[src/rtl/fpga_boot_ctrl.sv]
// Boot sequencer: waits for a stable PLL lock, releases reset domains in order, then enables core fetch.
// Optional lock-loss counter compiled in with `define BOOT_CTRL_LOCK_LOSS_CNT_EN.
module fpga_boot_ctrl #(
  parameter int unsigned NUM_DOMAINS        = 2,
  parameter int unsigned LOCK_STABLE_CYCLES = 1024,
  parameter int unsigned DOMAIN_GAP_CYCLES  = 16,
  parameter int unsigned FETCH_DELAY_CYCLES = 64,
  parameter int unsigned HB_DIV_LOG2        = 24
) (
  input  logic                   clk_sys,
  input  logic                   reset,
  input  logic                   pll_locked,
  input  logic                   soft_rst_req,
  output logic [NUM_DOMAINS-1:0] domain_rst_n,
  output logic                   fetch_enable,
  output logic [2:0]             boot_state,
  output logic [3:0]             led,
  output logic [7:0]             lock_loss_cnt
);

  localparam int unsigned MAX_AB  = (LOCK_STABLE_CYCLES > DOMAIN_GAP_CYCLES) ?
                                    LOCK_STABLE_CYCLES : DOMAIN_GAP_CYCLES;
  localparam int unsigned MAX_CNT = (MAX_AB > FETCH_DELAY_CYCLES) ? MAX_AB : FETCH_DELAY_CYCLES;
  localparam int unsigned CNT_W   = $clog2(MAX_CNT) + 1;
  localparam int unsigned IDX_W   = $clog2(NUM_DOMAINS) + 1;
  localparam int unsigned HB_W    = HB_DIV_LOG2 + 1;

  localparam logic [CNT_W-1:0] STABLE_LAST = CNT_W'(LOCK_STABLE_CYCLES - 1);
  localparam logic [CNT_W-1:0] GAP_LAST    = CNT_W'(DOMAIN_GAP_CYCLES - 1);
  localparam logic [CNT_W-1:0] FETCH_LAST  = CNT_W'(FETCH_DELAY_CYCLES - 1);
  localparam logic [IDX_W-1:0] IDX_LAST    = IDX_W'(NUM_DOMAINS - 1);

  localparam logic [2:0] S_WAIT_LOCK = 3'd0;
  localparam logic [2:0] S_STABLE    = 3'd1;
  localparam logic [2:0] S_RELEASE   = 3'd2;
  localparam logic [2:0] S_FETCH_DLY = 3'd3;
  localparam logic [2:0] S_RUN       = 3'd4;

  logic                   r_lock_meta;
  logic                   r_locked_s;
  logic [2:0]             r_state;
  logic [CNT_W-1:0]       r_cnt;
  logic [IDX_W-1:0]       r_idx;
  logic [NUM_DOMAINS-1:0] r_dom;
  logic                   r_fetch;
  logic [3:0]             r_led;
  logic [HB_W-1:0]        r_hb;

  logic [2:0]             w_state_nxt;
  logic [CNT_W-1:0]       w_cnt_nxt;
  logic [IDX_W-1:0]       w_idx_nxt;
  logic [NUM_DOMAINS-1:0] w_dom_nxt;
  logic                   w_fetch_nxt;
  logic [HB_W-1:0]        w_hb_nxt;
  logic [3:0]             w_led_nxt;
  logic                   w_active;

  assign w_active = (r_state == S_RELEASE) || (r_state == S_FETCH_DLY) || (r_state == S_RUN);
  assign w_hb_nxt = r_hb + HB_W'(1);

  // Next-state logic; lock loss overrides soft reset, which overrides normal sequencing
  always_comb begin
    w_state_nxt = r_state;
    w_cnt_nxt   = r_cnt;
    w_idx_nxt   = r_idx;
    w_dom_nxt   = r_dom;
    w_fetch_nxt = r_fetch;

    case (r_state)
      S_WAIT_LOCK: begin
        w_dom_nxt   = '0;
        w_fetch_nxt = 1'b0;
        w_cnt_nxt   = '0;
        if (r_locked_s) begin
          w_state_nxt = S_STABLE;
        end
      end
      S_STABLE: begin
        if (r_cnt == STABLE_LAST) begin
          w_state_nxt = S_RELEASE;
          w_cnt_nxt   = '0;
          w_idx_nxt   = '0;
        end else begin
          w_cnt_nxt = r_cnt + CNT_W'(1);
        end
      end
      S_RELEASE: begin
        if (r_cnt == GAP_LAST) begin
          for (int i = 0; i < int'(NUM_DOMAINS); i++) begin
            if (IDX_W'(i) == r_idx) begin
              w_dom_nxt[i] = 1'b1;
            end
          end
          w_cnt_nxt = '0;
          if (r_idx == IDX_LAST) begin
            w_state_nxt = S_FETCH_DLY;
            w_idx_nxt   = '0;
          end else begin
            w_idx_nxt = r_idx + IDX_W'(1);
          end
        end else begin
          w_cnt_nxt = r_cnt + CNT_W'(1);
        end
      end
      S_FETCH_DLY: begin
        if (r_cnt == FETCH_LAST) begin
          w_state_nxt = S_RUN;
          w_fetch_nxt = 1'b1;
          w_cnt_nxt   = '0;
        end else begin
          w_cnt_nxt = r_cnt + CNT_W'(1);
        end
      end
      S_RUN: begin
        w_fetch_nxt = 1'b1;
      end
      default: begin
        w_state_nxt = S_WAIT_LOCK;
        w_cnt_nxt   = '0;
        w_idx_nxt   = '0;
        w_dom_nxt   = '0;
        w_fetch_nxt = 1'b0;
      end
    endcase

    if (soft_rst_req && w_active) begin
      w_state_nxt = S_STABLE;
      w_cnt_nxt   = '0;
      w_idx_nxt   = '0;
      w_dom_nxt   = '0;
      w_fetch_nxt = 1'b0;
    end

    if (!r_locked_s && (r_state != S_WAIT_LOCK)) begin
      w_state_nxt = S_WAIT_LOCK;
      w_cnt_nxt   = '0;
      w_idx_nxt   = '0;
      w_dom_nxt   = '0;
      w_fetch_nxt = 1'b0;
    end
  end

  assign w_led_nxt = {(w_state_nxt == S_WAIT_LOCK) & w_hb_nxt[HB_DIV_LOG2-2],
                      w_fetch_nxt,
                      r_lock_meta,
                      (w_state_nxt == S_RUN) & w_hb_nxt[HB_DIV_LOG2]};

  always_ff @(posedge clk_sys) begin
    if (reset) begin
      r_lock_meta <= 1'b0;
      r_locked_s  <= 1'b0;
      r_state     <= S_WAIT_LOCK;
      r_cnt       <= '0;
      r_idx       <= '0;
      r_dom       <= '0;
      r_fetch     <= 1'b0;
      r_led       <= '0;
      r_hb        <= '0;
    end else begin
      r_lock_meta <= pll_locked;
      r_locked_s  <= r_lock_meta;
      r_state     <= w_state_nxt;
      r_cnt       <= w_cnt_nxt;
      r_idx       <= w_idx_nxt;
      r_dom       <= w_dom_nxt;
      r_fetch     <= w_fetch_nxt;
      r_led       <= w_led_nxt;
      r_hb        <= w_hb_nxt;
    end
  end

  assign domain_rst_n = r_dom;
  assign fetch_enable = r_fetch;
  assign boot_state   = r_state;
  assign led          = r_led;

`ifdef BOOT_CTRL_LOCK_LOSS_CNT_EN
  logic       w_loss_evt;
  logic [7:0] r_loss;

  assign w_loss_evt = !r_locked_s && w_active;

  // Saturating count of lock losses once release has begun
  always_ff @(posedge clk_sys) begin
    if (reset) begin
      r_loss <= 8'h00;
    end else if (w_loss_evt && (r_loss != 8'hFF)) begin
      r_loss <= r_loss + 8'd1;
    end
  end

  assign lock_loss_cnt = r_loss;
`else
  assign lock_loss_cnt = 8'h00;
`endif

endmodule

[config.mk]
export PLATFORM = sky130hd
export DESIGN_NAME = fpga_boot_ctrl
export DESIGN_NICKNAME = d
export VERILOG_FILES = /design/src/rtl/fpga_boot_ctrl.sv
export SDC_FILE = /design/constraint.sdc
export NUM_CORES = 1
export LEC_CHECK = 0
export CAP_MARGIN = 20
export CORE_UTILIZATION = 57
export CTS_CLUSTER_DIAMETER = 50
export DETAILED_ROUTE_END_ITERATION = 12
export PLACE_DENSITY = 0.79
export SKIP_CTS_REPAIR_TIMING = 1
export SLEW_MARGIN = 10
export SYNTH_ARGS = -nofsm -noshare
export SYNTH_HDL_FRONTEND = slang
export SYNTH_SLANG_ARGS = --single-unit
[constraint.sdc]
create_clock -name clk_sys -period 2.5 [get_ports clk_sys]
set_input_delay 0.5 -clock clk_sys [delete_from_list [all_inputs] [get_ports clk_sys]]
set_output_delay 0.5 -clock clk_sys [all_outputs]
set_load 0.01 [all_outputs]
==> reports/metrics.csv <==
metric;value;unit
result of the run;completed;
WL/cell;12.6;um
biggest fanout along the worst timing path;6;
global routing's busiest layer;met2;
Die Area;4410;um^2
met2 capacity usage during global routing;31.3;%
RePlAce Congestion;0.833;
global-route wire length before repair;7.03;mm
CTS sink count;48;
CP cell instances;ha_1 -> nand3_2 -> or4_1 -> o41ai_1 -> o211ai_1 -> and4_1;
Synth async-reset ratio;0;%
unrepaired setup endpoints after global routing;no;
total negative slack;0;ns
worst hold path class;register to register;
max-cap check violation count;0;
cell leakage power;0.874;nW
master of the slowest instance on the critical path;sky130_fd_sc_hd__or4_1;
count of antenna diodes in the layout;0;
Highest Clock Rate;0.467;GHz
type of destination of the critical path;register;
clock latency on the worst-skew pair;0.30;ns
initial core utilization;59.1;%
CP top delay family;simple AND/OR/NAND/NOR gates;
clock tree from TritonCTS;built;
cell row count;23;
antenna viol nets, final;0;
internal power;987;uW
distinct cell type count of the synthesized netlist;53;
layout cell share with drive strength beyond 1;7.39;%
instance area after placement;2480;um^2
half-perimeter wire length after placement;2.99;mm
areal power density over the cells;503;nW/um^2
critical path required time;2.70;ns
pin slew with the least headroom to its limit;0.632;ns
chip height;66.4;um
horizontal die dimension;66.4;um
level count of the clock H-tree;2;
path type of the worst setup path;register to register;
proportion of synthesized chip area in sequential cells;40.7;%
P&R area growth vs syn;8.26;%
CTS root buf;sky130_fd_sc_hd__clkbuf_8;
setup violation total in the final timing report;0;
final hold slack;0.453;ns
launch instance of the worst register-to-register path;r_cnt[0]$_SDFFE_PP0P_;
GR Util met1;29.4;%
WHS Path Cells;1;
sequential group share of total power;60.8;%
number of enable flip-flop cells after synthesis;0;
number of slew-limit violations in the final report;0;
Syn. warnings;0;
buffers and inverters on the worst path;0;
layout net count;290;
period utilization;85.7;%
DR vias;1884;
post-route design area;2560;um^2
net load switching power;299;uW
number of standard cells after synthesis;275;
setup slack of the most critical reg-to-reg path;0.36;ns
top-level I/O count;22;
met3 track demand over resource in global routing;4.66;%
CP max stage delay;0.60;ns
via count of the first global-routing pass;1550;
initial antenna violation count;0;
via density per instance;5.64;
wire length after detailed routing;4.23;mm
hold wc startpoint;r_hb[0]$_SDFF_PP0_;
quantity of I/O buffers inserted on ports;13;
drt drc;0;
synthesis-stage register bit count;48;
part of the power in combinational logic;4.8;%
Hold Vio Cnt, Final;0;
aggregate global-route resource usage;20.7;%
total clock buffers created by CTS;5;
category of the worst setup path launch point;register;
maximum number of pins on one net before global-route repair;32;
number of design-rule violations left by the first detailed-router iteration;109;
minimum period implied by the final worst setup slack;2.14;ns
final global-route overflow total;0;
Post-Synthesis Mean Instance Area;8.59;um^2
buffer levels on the longest clock path;2;
worst vdd ir;0.374;mV
Worst EP arrival;2.34;ns
Slew headroom;57.7;%
reg-to-reg critical path endpoint;led[3]$_SDFF_PP0_;
net switching share of the total power;23.2;%
number of iterations in the first detailed-routing pass;4;
Std-Cell Core Area;4000;um^2
Worst-path clk slew;0.08;ns
endpoint with the worst hold slack;r_hb[0]$_SDFF_PP0_;
clock power share;34.3;%
final worst clock skew;0.0132;ns
Most used DFF post-synth;sky130_fd_sc_hd__dfxtp_1;
depth of the worst register-to-register path;6;
summed instance area of the synthesized netlist;2360;um^2
worst max-delay path by stage:
stage                     startpoint               endpoint  slack [ns]  cells past startpoint
2_1_floorplan  r_cnt[0]$_SDFFE_PP0P_  r_idx[1]$_SDFFE_PP0P_        0.56                      6
3_3_place_gp   r_cnt[0]$_SDFFE_PP0P_      led[3]$_SDFF_PP0_        0.39                      6
3_5_place_dp                   reset  r_cnt[8]$_SDFFE_PP0P_        0.34                      5
4_1_cts        r_cnt[0]$_SDFFE_PP0P_      led[3]$_SDFF_PP0_        0.37                      6
5_1_grt        r_cnt[0]$_SDFFE_PP0P_  r_idx[0]$_SDFFE_PP0P_        0.22                      6
6_report       r_cnt[0]$_SDFFE_PP0P_      led[3]$_SDFF_PP0_        0.36                      6
kinds of logic (layout without fill, tap and decap cells):
group                      Yosys count  in the layout  share of synthesized area [%]
muxes                                1              1                          0.424
adders and majority gates            2              2                           1.06
and+or+nand+nor                    122            122                           28.3
AOI/OAI and AO/OA                   45             45                           13.4
other                                1              8                          0.159
buffers and inverters               32             34                           7.15
xor gates and xnor gates            24             24                           8.89
DFF                                 48             48                           40.7
routing by layer:
metal	wire, um	up-vias
met2	1890	40
met4	40	0
met3	173	5
met1	2120	874
met5	0	-
li1	-	965
cell usage in the layout, fill, tap and decap left out, drive strengths merged, types with 9 or more instances in the layout:
master,synthesis,routed
a21oi,10,10
clkdlybuf4s50,0,13
dfxtp,48,48
inv,11,11
nand2,14,14
nand3,10,10
nand4,9,9
nor2,42,42
o21ai,9,9
xnor2,13,13
xor2,11,11
cell usage after synthesis (2+ instances only):
cell | instances | area [um^2]
sky130_fd_sc_hd__dfxtp_1 | 48 | 961
sky130_fd_sc_hd__nor2_1 | 42 | 158
sky130_fd_sc_hd__nand2_1 | 14 | 52.6
sky130_fd_sc_hd__xnor2_1 | 13 | 114
sky130_fd_sc_hd__inv_1 | 11 | 41.3
sky130_fd_sc_hd__xor2_1 | 11 | 96.3
sky130_fd_sc_hd__a21oi_1 | 10 | 50.1
sky130_fd_sc_hd__buf_4 | 10 | 75.1
sky130_fd_sc_hd__nand3_1 | 8 | 40.0
sky130_fd_sc_hd__nand4_1 | 8 | 50.1
sky130_fd_sc_hd__nor3_1 | 7 | 35.0
sky130_fd_sc_hd__or3_1 | 7 | 43.8
sky130_fd_sc_hd__and4_1 | 6 | 52.6
sky130_fd_sc_hd__clkbuf_1 | 6 | 22.5
sky130_fd_sc_hd__nand2b_1 | 5 | 31.3
sky130_fd_sc_hd__nor2b_1 | 5 | 31.3
sky130_fd_sc_hd__o21ai_0 | 5 | 25.0
sky130_fd_sc_hd__nor4_1 | 4 | 25.0
sky130_fd_sc_hd__a211oi_1 | 3 | 22.5
sky130_fd_sc_hd__and3_1 | 3 | 18.8
sky130_fd_sc_hd__buf_2 | 3 | 15.0
sky130_fd_sc_hd__o211a_1 | 3 | 30.0
sky130_fd_sc_hd__o21a_1 | 3 | 22.5
sky130_fd_sc_hd__o21ai_1 | 3 | 15.0
sky130_fd_sc_hd__a31oi_1 | 2 | 12.5
sky130_fd_sc_hd__ha_1 | 2 | 25.0
sky130_fd_sc_hd__nand3_2 | 2 | 20.0
sky130_fd_sc_hd__o211ai_1 | 2 | 15.0
sky130_fd_sc_hd__o31ai_1 | 2 | 15.0
sky130_fd_sc_hd__o32ai_1 | 2 | 17.5
sky130_fd_sc_hd__or2_2 | 2 | 12.5
sky130_fd_sc_hd__or4_1 | 2 | 15.0
power by group through the flow:
stage                     sequential [mW]  combinational, mW  clock [mW]
final                               0.782             0.0623       0.441
after global routing                0.784             0.0695       0.486
after CTS                           0.782             0.0623       0.456
after detailed placement            0.800             0.0620           0
after global placement              0.800             0.0609           0
after floorplan                     0.797             0.0547           0
through the flow:
step                cells  worst slack, ns  utilization [%]  power, mW
global placement      327            0.393             61.9      0.861
global route          334            0.224             64.0       1.34
finish                334            0.359             64.0       1.29
CTS                   334            0.367             64.0       1.30
floorplan             282            0.564                -      0.851
detailed placement    327            0.342             61.9      0.862
sequential cells by signal (all words and copies together) (netlist names):
signal	count
led	4
domain_rst_n	2
r_idx	2
r_cnt	11
boot_state	3
r_hb	25
r_lock_meta	1
layout make-up:
type	instances	area (um^2)
Multi-Input combinational cell	202	1260
Clock buffer	5	68.8
Sequential cell	48	961
Timing Repair Buffer	16	153
Clock inverter	2	12.5
Inverter	11	41.3
Tap cell	50	62.6
Fill cell	354	1440
worst reg2reg max path, stage by stage, from the launching register on:
cell and delay, ns:
sky130_fd_sc_hd__dfxtp_1 0.39, sky130_fd_sc_hd__ha_1 0.22, sky130_fd_sc_hd__nand3_2 0.15, sky130_fd_sc_hd__or4_1 0.60
sky130_fd_sc_hd__o41ai_1 0.29, sky130_fd_sc_hd__o211ai_1 0.18, sky130_fd_sc_hd__and4_1 0.21
No activity file was read; power rests on OpenSTA's default activity.
